<file path="src/rtl/uart_cmd_rx.sv">
// 8N1 UART command receiver: 2-flop synchronized input, mid-bit sampling,
// byte strobe, framing-error pulse, trigger-character detect and byte counter.
module uart_cmd_rx #(
  parameter int         SCW       = 16,
  parameter int         sym_cnt   = 40000,
  parameter logic [7:0] TRIG_CHAR = 8'h54
) (
  input  logic        clk,
  input  logic        rst,
  input  logic        fpga_rx,
  output logic [7:0]  rx_dat,
  output logic        rx_stb,
  output logic        frm_err,
  output logic        trig,
  output logic [15:0] rx_counter
);

  typedef enum logic [2:0] {IDLE, START, DATA, STOP, BREAK} state_t;

  localparam logic [SCW-1:0] FULL_CNT = SCW'(sym_cnt - 1);
  localparam logic [SCW-1:0] HALF_CNT = SCW'(sym_cnt / 2 - 1);
  localparam logic [SCW-1:0] CNT_ONE  = SCW'(1);

  state_t          state_q, state_d;
  logic            rx_meta_q, rxs_q;
  logic [SCW-1:0]  cnt_q, cnt_d;
  logic [2:0]      bit_q, bit_d;
  logic [7:0]      shreg_q, shreg_d;
  logic [7:0]      dat_q, dat_d;
  logic            stb_q, stb_d;
  logic            ferr_q, ferr_d;
  logic            trig_q, trig_d;
  logic [15:0]     rxc_q, rxc_d;

  always_ff @(posedge clk) begin
    if (rst) begin
      rx_meta_q <= 1'b1;
      rxs_q     <= 1'b1;
      state_q   <= IDLE;
      cnt_q     <= '0;
      bit_q     <= '0;
      shreg_q   <= '0;
      dat_q     <= '0;
      stb_q     <= 1'b0;
      ferr_q    <= 1'b0;
      trig_q    <= 1'b0;
      rxc_q     <= '0;
    end else begin
      rx_meta_q <= fpga_rx;
      rxs_q     <= rx_meta_q;
      state_q   <= state_d;
      cnt_q     <= cnt_d;
      bit_q     <= bit_d;
      shreg_q   <= shreg_d;
      dat_q     <= dat_d;
      stb_q     <= stb_d;
      ferr_q    <= ferr_d;
      trig_q    <= trig_d;
      rxc_q     <= rxc_d;
    end
  end

  always_comb begin
    state_d = state_q;
    cnt_d   = cnt_q;
    bit_d   = bit_q;
    shreg_d = shreg_q;
    dat_d   = dat_q;
    stb_d   = 1'b0;
    ferr_d  = 1'b0;
    trig_d  = 1'b0;
    rxc_d   = rxc_q;
    case (state_q)
      IDLE: begin
        cnt_d = '0;
        if (!rxs_q) state_d = START;
      end
      START: begin
        if (cnt_q == HALF_CNT) begin
          cnt_d   = '0;
          bit_d   = '0;
          // A start bit that is gone by mid-bit was a glitch.
          state_d = rxs_q ? IDLE : DATA;
        end else begin
          cnt_d = cnt_q + CNT_ONE;
        end
      end
      DATA: begin
        if (cnt_q == FULL_CNT) begin
          cnt_d   = '0;
          shreg_d = {rxs_q, shreg_q[7:1]};
          bit_d   = bit_q + 3'd1;
          if (bit_q == 3'd7) state_d = STOP;
        end else begin
          cnt_d = cnt_q + CNT_ONE;
        end
      end
      STOP: begin
        if (cnt_q == FULL_CNT) begin
          cnt_d = '0;
          if (rxs_q) begin
            dat_d   = shreg_q;
            stb_d   = 1'b1;
            trig_d  = (shreg_q == TRIG_CHAR);
            rxc_d   = rxc_q + 16'd1;
            state_d = IDLE;
          end else begin
            ferr_d  = 1'b1;
            state_d = BREAK;
          end
        end else begin
          cnt_d = cnt_q + CNT_ONE;
        end
      end
      BREAK: begin
        cnt_d = '0;
        if (rxs_q) state_d = IDLE;
      end
      default: state_d = IDLE;
    endcase
  end

  assign rx_dat     = dat_q;
  assign rx_stb     = stb_q;
  assign frm_err    = ferr_q;
  assign trig       = trig_q;
  assign rx_counter = rxc_q;

endmodule

</file>
<file path="config.mk">
export PLATFORM = sky130hd
export DESIGN_NAME = uart_cmd_rx
export DESIGN_NICKNAME = d
export VERILOG_FILES = /design/src/rtl/uart_cmd_rx.sv
export SDC_FILE = /design/constraint.sdc
export NUM_CORES = 1
export LEC_CHECK = 0
export BUFFER_PORTS_ARGS = -buffer_cell sky130_fd_sc_hd__buf_2
export CORE_MARGIN = 3
export CORE_UTILIZATION = 52
export DETAILED_ROUTE_END_ITERATION = 10
export GPL_TIMING_DRIVEN = 0
export PLACE_DENSITY = 0.74
export SYNTH_ARGS = -nofsm -noshare
export SYNTH_HDL_FRONTEND = slang
export SYNTH_SLANG_ARGS = --single-unit
</file>
<file path="constraint.sdc">
create_clock -name clk -period 2.4 [get_ports clk]
set_input_delay 0 -clock clk [delete_from_list [all_inputs] [get_ports clk]]
set_output_delay 0 -clock clk [all_outputs]
set_load 0.005 [all_outputs]
</file>
; ---- Word level (Yosys, flattened, before mapping)
; Cells that the tools add are included.
[op_classes]
addsub = 3
n_mul = 0
div_mod_pow = 0
n_lt_le_gt_ge = 0
eq_ne = 14
shift = 0
muxes = 17
bitwise = 3
reduce_logical = 11
[ops]
columns = cell, count
row1 = one-hot mux 16 bit (3 select lines), 1
row2 = adder 16 x 1 -> 16 bit (second input constant), 2
row3 = 2-to-1 mux 16 bit, 2
row4 = 2-to-1 mux 3 bit, 9
row5 = equality test 16 x 15 -> 1 bit (second input constant), 1
row6 = equality test 16 bit (second input constant), 1
row7 = one-hot mux 3 bit (5 select lines), 1
row8 = inequality test 2 bit (second input constant), 6
row9 = equality test 8 x 7 -> 1 bit (second input constant), 1
row10 = equality test 3 x 2 -> 1 bit (second input constant), 2
row11 = equality test 3 bit (second input constant), 2
row12 = one-hot mux 3 bit (2 select lines), 1
row13 = AND reduction 3 bit, 2
row14 = AND reduction 6 bit, 1
row15 = OR reduction 2 bit, 2
row16 = OR reduction 4 bit, 1
row17 = adder 3 x 1 -> 3 bit (second input constant), 1
row18 = equality test 3 x 1 -> 1 bit (second input constant), 1
row19 = logical NOT 3 bit, 1
row20 = NOT 1 bit, 3
row21 = nonzero test 3 bit, 1
row22 = OR reduction 3 bit, 1
row23 = 2-to-1 mux 1 bit, 2
row24 = 2-to-1 mux 2 bit, 1
row25 = 2 further kinds, 2
[totals]
ff_bits = 59
latchBits = 0
ram_bits = 0
rom_bits = 0
in_bits = 3
n_memories = 0

; ---- Depth between registers and ports, before layout
[logic_depth]
word_depth = 4
depth_mapped = 8

; ---- Worst setup path after synthesis
; Ideal clock, no wire load.
[synth_path]
kind = reg2reg
start = register cnt_q[6]
end = register bit_q[0]
arrival_time_ns = 2.155
t_required_ns = 2.333
setup_slack_ns = 0.178
stages_incl_launch_ff = 7
path_buffers = 1
path_cell_list = dfxtp_1 > or4_4 > or3_1 > buf_2 > or3_4 > a211o_1 > a21oi_2
[synth_between]
elab_chain_len = 3
[synth_lines]
columns = element, line
row1 = "start, declared", 26  ; logic [SCW-1:0] cnt_q, cnt_d;
row2 = "start signal, assigned", 52  ; cnt_q <= cnt_d;
row3 = equality test 16 bit or equality test 16 x 15 -> 1 bit (tied branches), "89, 79"
row4 = inequality test 2 bit (no source line), -
row5 = AND reduction 3 bit (no source line) *, -
row6 = "end signal, assigned", 53  ; bit_q <= bit_d;
row7 = "end, declared", 27  ; logic [2:0] bit_q, bit_d;
; Every way passes the cells marked *; elsewhere a longest branch is shown, timed or not.
; A chain may end at the register's enable or synchronous reset.

; ---- Final worst setup path
; Ends and elaborated chain as after synthesis.

==> impl_metrics.py <==
metrics = {
    "timing": {
        "finClkSkew_ns": 0.00807,
        "worstMarginPinSlew_ns": 0.507,
        "period_share_pct": 96.8,
        "finalSetupTns_ns": 0,
        "setup_viol": 0,
        "max_freq_mhz": 430,
        "slew_headroom_pct": 66.2,
        "hold-worst-slack_ns": 0.0434,
        "hold_viol_final": 0,
        "slew_viol_final": 0,
        "fin_crit_ns": 2.32,
        "rsz0062_at_grt": "false",
    },
    "synthesis": {
        "synthTopCellsByArea": "dfxtp_1, nand2_1, xnor2_1",
        "synth-edff-count": 0,
        "synth-async-reset-ratio_pct": 0,
        "seq_area_frac_synth_pct": 46.1,
        "synth_top_area_share_pct": 46.1,
        "syn_inst": 304,
        "synth_top_flop_cell": "dfxtp_1",
        "syn_area_per_cell_um2": 8.43,
        "synth_area_um2": 2560,
        "yosysTopAreaCell": "dfxtp_1",
        "ys_warn_count": 0,
        "synthTopCellsByCount": "dfxtp_1, nand2_1, nor2_1",
        "post-synth-top-count-cell": "dfxtp_1",
        "synth_nets": 311,
        "synth_seq_cells": 59,
        "synth_cell_type_count": 41,
    },
    "routing": {
        "vias_per_cell": 5.29,
        "maxUsedRoutingLayer": "met4",
        "wl_met1_mm": 2.64,
        "post-route-drc-count": 0,
        "firstDrtPassIters": 4,
        "drt-initial-drc-count": 150,
        "wl_met2_mm": 2.54,
        "ant_nets": 0,
        "wl_met3_um": 177,
        "wl_per_cell_um": 13.2,
        "vias": 2191,
        "routed_wl_mm": 5.47,
    },
    "hold_path": {
        "hold_path.class": "primary input to register",
    },
    "critical_path": {
        "cp_max_fo": 8,
        "cp-end-kind": "register",
        "crit_start": "cnt_q[6]",
        "r2r_end": "bit_q[0]",
        "r2r_cells": 6,
        "crit_required_ns": 2.67,
        "critical_path.endpoint": "bit_q[0]",
        "worstReg2RegStart": "cnt_q[6]",
        "r2r_setup_slack_ns": 0.08,
        "crit_arrival_ns": 2.59,
        "startpoint_type": "register",
        "critical_path_class": "register to register",
    },
    "layout": {
        "nFillCells": 421,
        "n_antenna_cell": 0,
        "stdcell_count": 414,
        "final_area_um2": 3000,
        "post-route-util_pct": 65.7,
        "area_growth_syn_to_layout_pct": 17.0,
        "drive_gt1_share_pct": 17.2,
        "num-nets-final": 351,
    },
    "cts": {
        "ctsLongestPathBuffers": 2,
        "cts_buffers": 9,
        "cts_tree": "built",
        "htreeDepth": 3,
        "cts_setup_buffers": 0,
        "clk-insertion-delay-late_ns": 0.33,
        "cts_sinks": 59,
        "clkTransAtPathRegs_ns": 0.07,
        "root_buffer": "clkbuf_8",
    },
    "floorplanning": {
        "die_h_um": 76.2,
        "start_util_pct": 56.1,
        "die_x_um": 76.2,
        "coreArea_um2": 4560,
        "ios": 30,
        "rows": 24,
        "die-area_um2": 5810,
    },
    "global_routing": {
        "grt_max_degree": 11,
        "track_usage_pct": 19.7,
        "grt_pass1_wl_mm": 9.32,
        "antenna_found_initial": 0,
        "gr-total-overflow": 0,
        "grt_pass1_vias": 2081,
    },
    "placed_design": {
        "post_dp_cell_area_um2": 2780,
        "gp_routability_congestion": 0.834,
        "dp_cells": 397,
        "port_buffers": 28,
        "dp_hpwl_mm": 3.82,
    },
    "run_status": {
        "status": "completed",
    },
    "job": {
        "maxCapViolCount": 0,
    },
    "power_and_ir_drop": {
        "p_leak_nw": 1.09,
        "ir_drop_uv": 430,
        "p_per_area_nw_per_um2": 621,
    },
}
-- placed cells by master, fill, tap and decap left out, drive strengths merged, types with 4 or more instances in the layout --
cell type  netlist  layout
buf              4      32
a21oi           26      26
or3              6       6
nand3           14      14
and3             6       6
nand4            8       8
nor2            34      34
nor4            11      11
or2              4       4
clkinv           0       4
inv              5       5
dfxtp           59      59
xor2            10      10
nand2           52      52
or4              4       4
xnor2           17      17
ha               4       4
nor3             9       9
clkbuf          10      21
-- metal layers --
metal | vias up | track usage, %
li1 | 1132 | -
met1 | 1012 | 25.1
met2 | 37 | 29.8
met3 | 10 | 4.85
met4 | 0 | 12.3
met5 | - | 0
-- kinds of logic after synthesis --
group	synth area share (%)
AO/OA/AOI/OAI	7.52
XOR/XNOR	9.23
adder cells (fa/ha/maj)	1.95
buffers and inverters	3.22
flip-flops	46.1
AND/OR/NAND/NOR	32.0
-- sequential cells by signal (all words and copies together) (netlist names) --
register,flops
cnt_q,16
rxs_q,1
bit_q,3
rx_meta_q,1
rx_counter,16
state_q,3
rx_dat,8
rx_stb,1
frm_err,1
trig,1
shreg_q,8
-- metrics by stage --
stage / power, mW / worst slack (ns)
floorplan: 1.02 / 0.178
global placement: 1.03 / 0.0381
CTS: 1.89 / 0.0390
finish: 1.86 / 0.0760
global route: 1.94 / 0.0105
detailed placement: 1.03 / 0.0112
-- area by class of cell --
type	count	area (um2)	area share [%]
Timing Repair Buffer	29	150	5.01
Tap cell	65	81.3	2.71
Clock inverter	5	53.8	1.79
Inverter	5	18.8	0.626
Buffer	14	67.6	2.25
Clock buffer	11	131	4.38
Sequential cell	59	1180	39.5
Multi-Input combinational cell	226	1310	43.7
-- timing repair --
action                     4_1_cts  5_1_grt
setup endpoints to repair        2       12
hold endpoints to repair         1        0
resized for setup                2        5
hold buffers                     1        0
-- where the power goes --
group / internal (mW) / total [mW] / switching, mW
Combinational: 0.00774 / 0.0256 / 0.0179
Sequential: 0.982 / 0.985 / 0.00324
Clock: 0.476 / 0.851 / 0.375
Total: 1.47 / 1.86 / 0.396
-- worst min-delay path by stage --
stage | end | depth (start not counted) | startpoint | slack, ns
3_5_place_dp | rx_meta_q | 2 | fpga_rx | 0.19
4_1_cts | rx_stb | 2 | rst | 0.03
3_3_place_gp | rx_meta_q | 2 | fpga_rx | 0.18
2_1_floorplan | rx_meta_q | 1 | fpga_rx | 0.10
5_1_grt | rx_stb | 2 | rst | 0.06
6_report | rx_stb | 2 | rst | 0.04
-- worst max-delay path, cell delays in order (launching register included) --
cell and delay (ns):
dfxtp_2 0.35, or4_4 0.55, or3_1 0.36, buf_2 0.19, or3_1 0.39, a211o_1 0.30
a21oi_2 0.12
No activity file was read; power rests on OpenSTA's default activity.
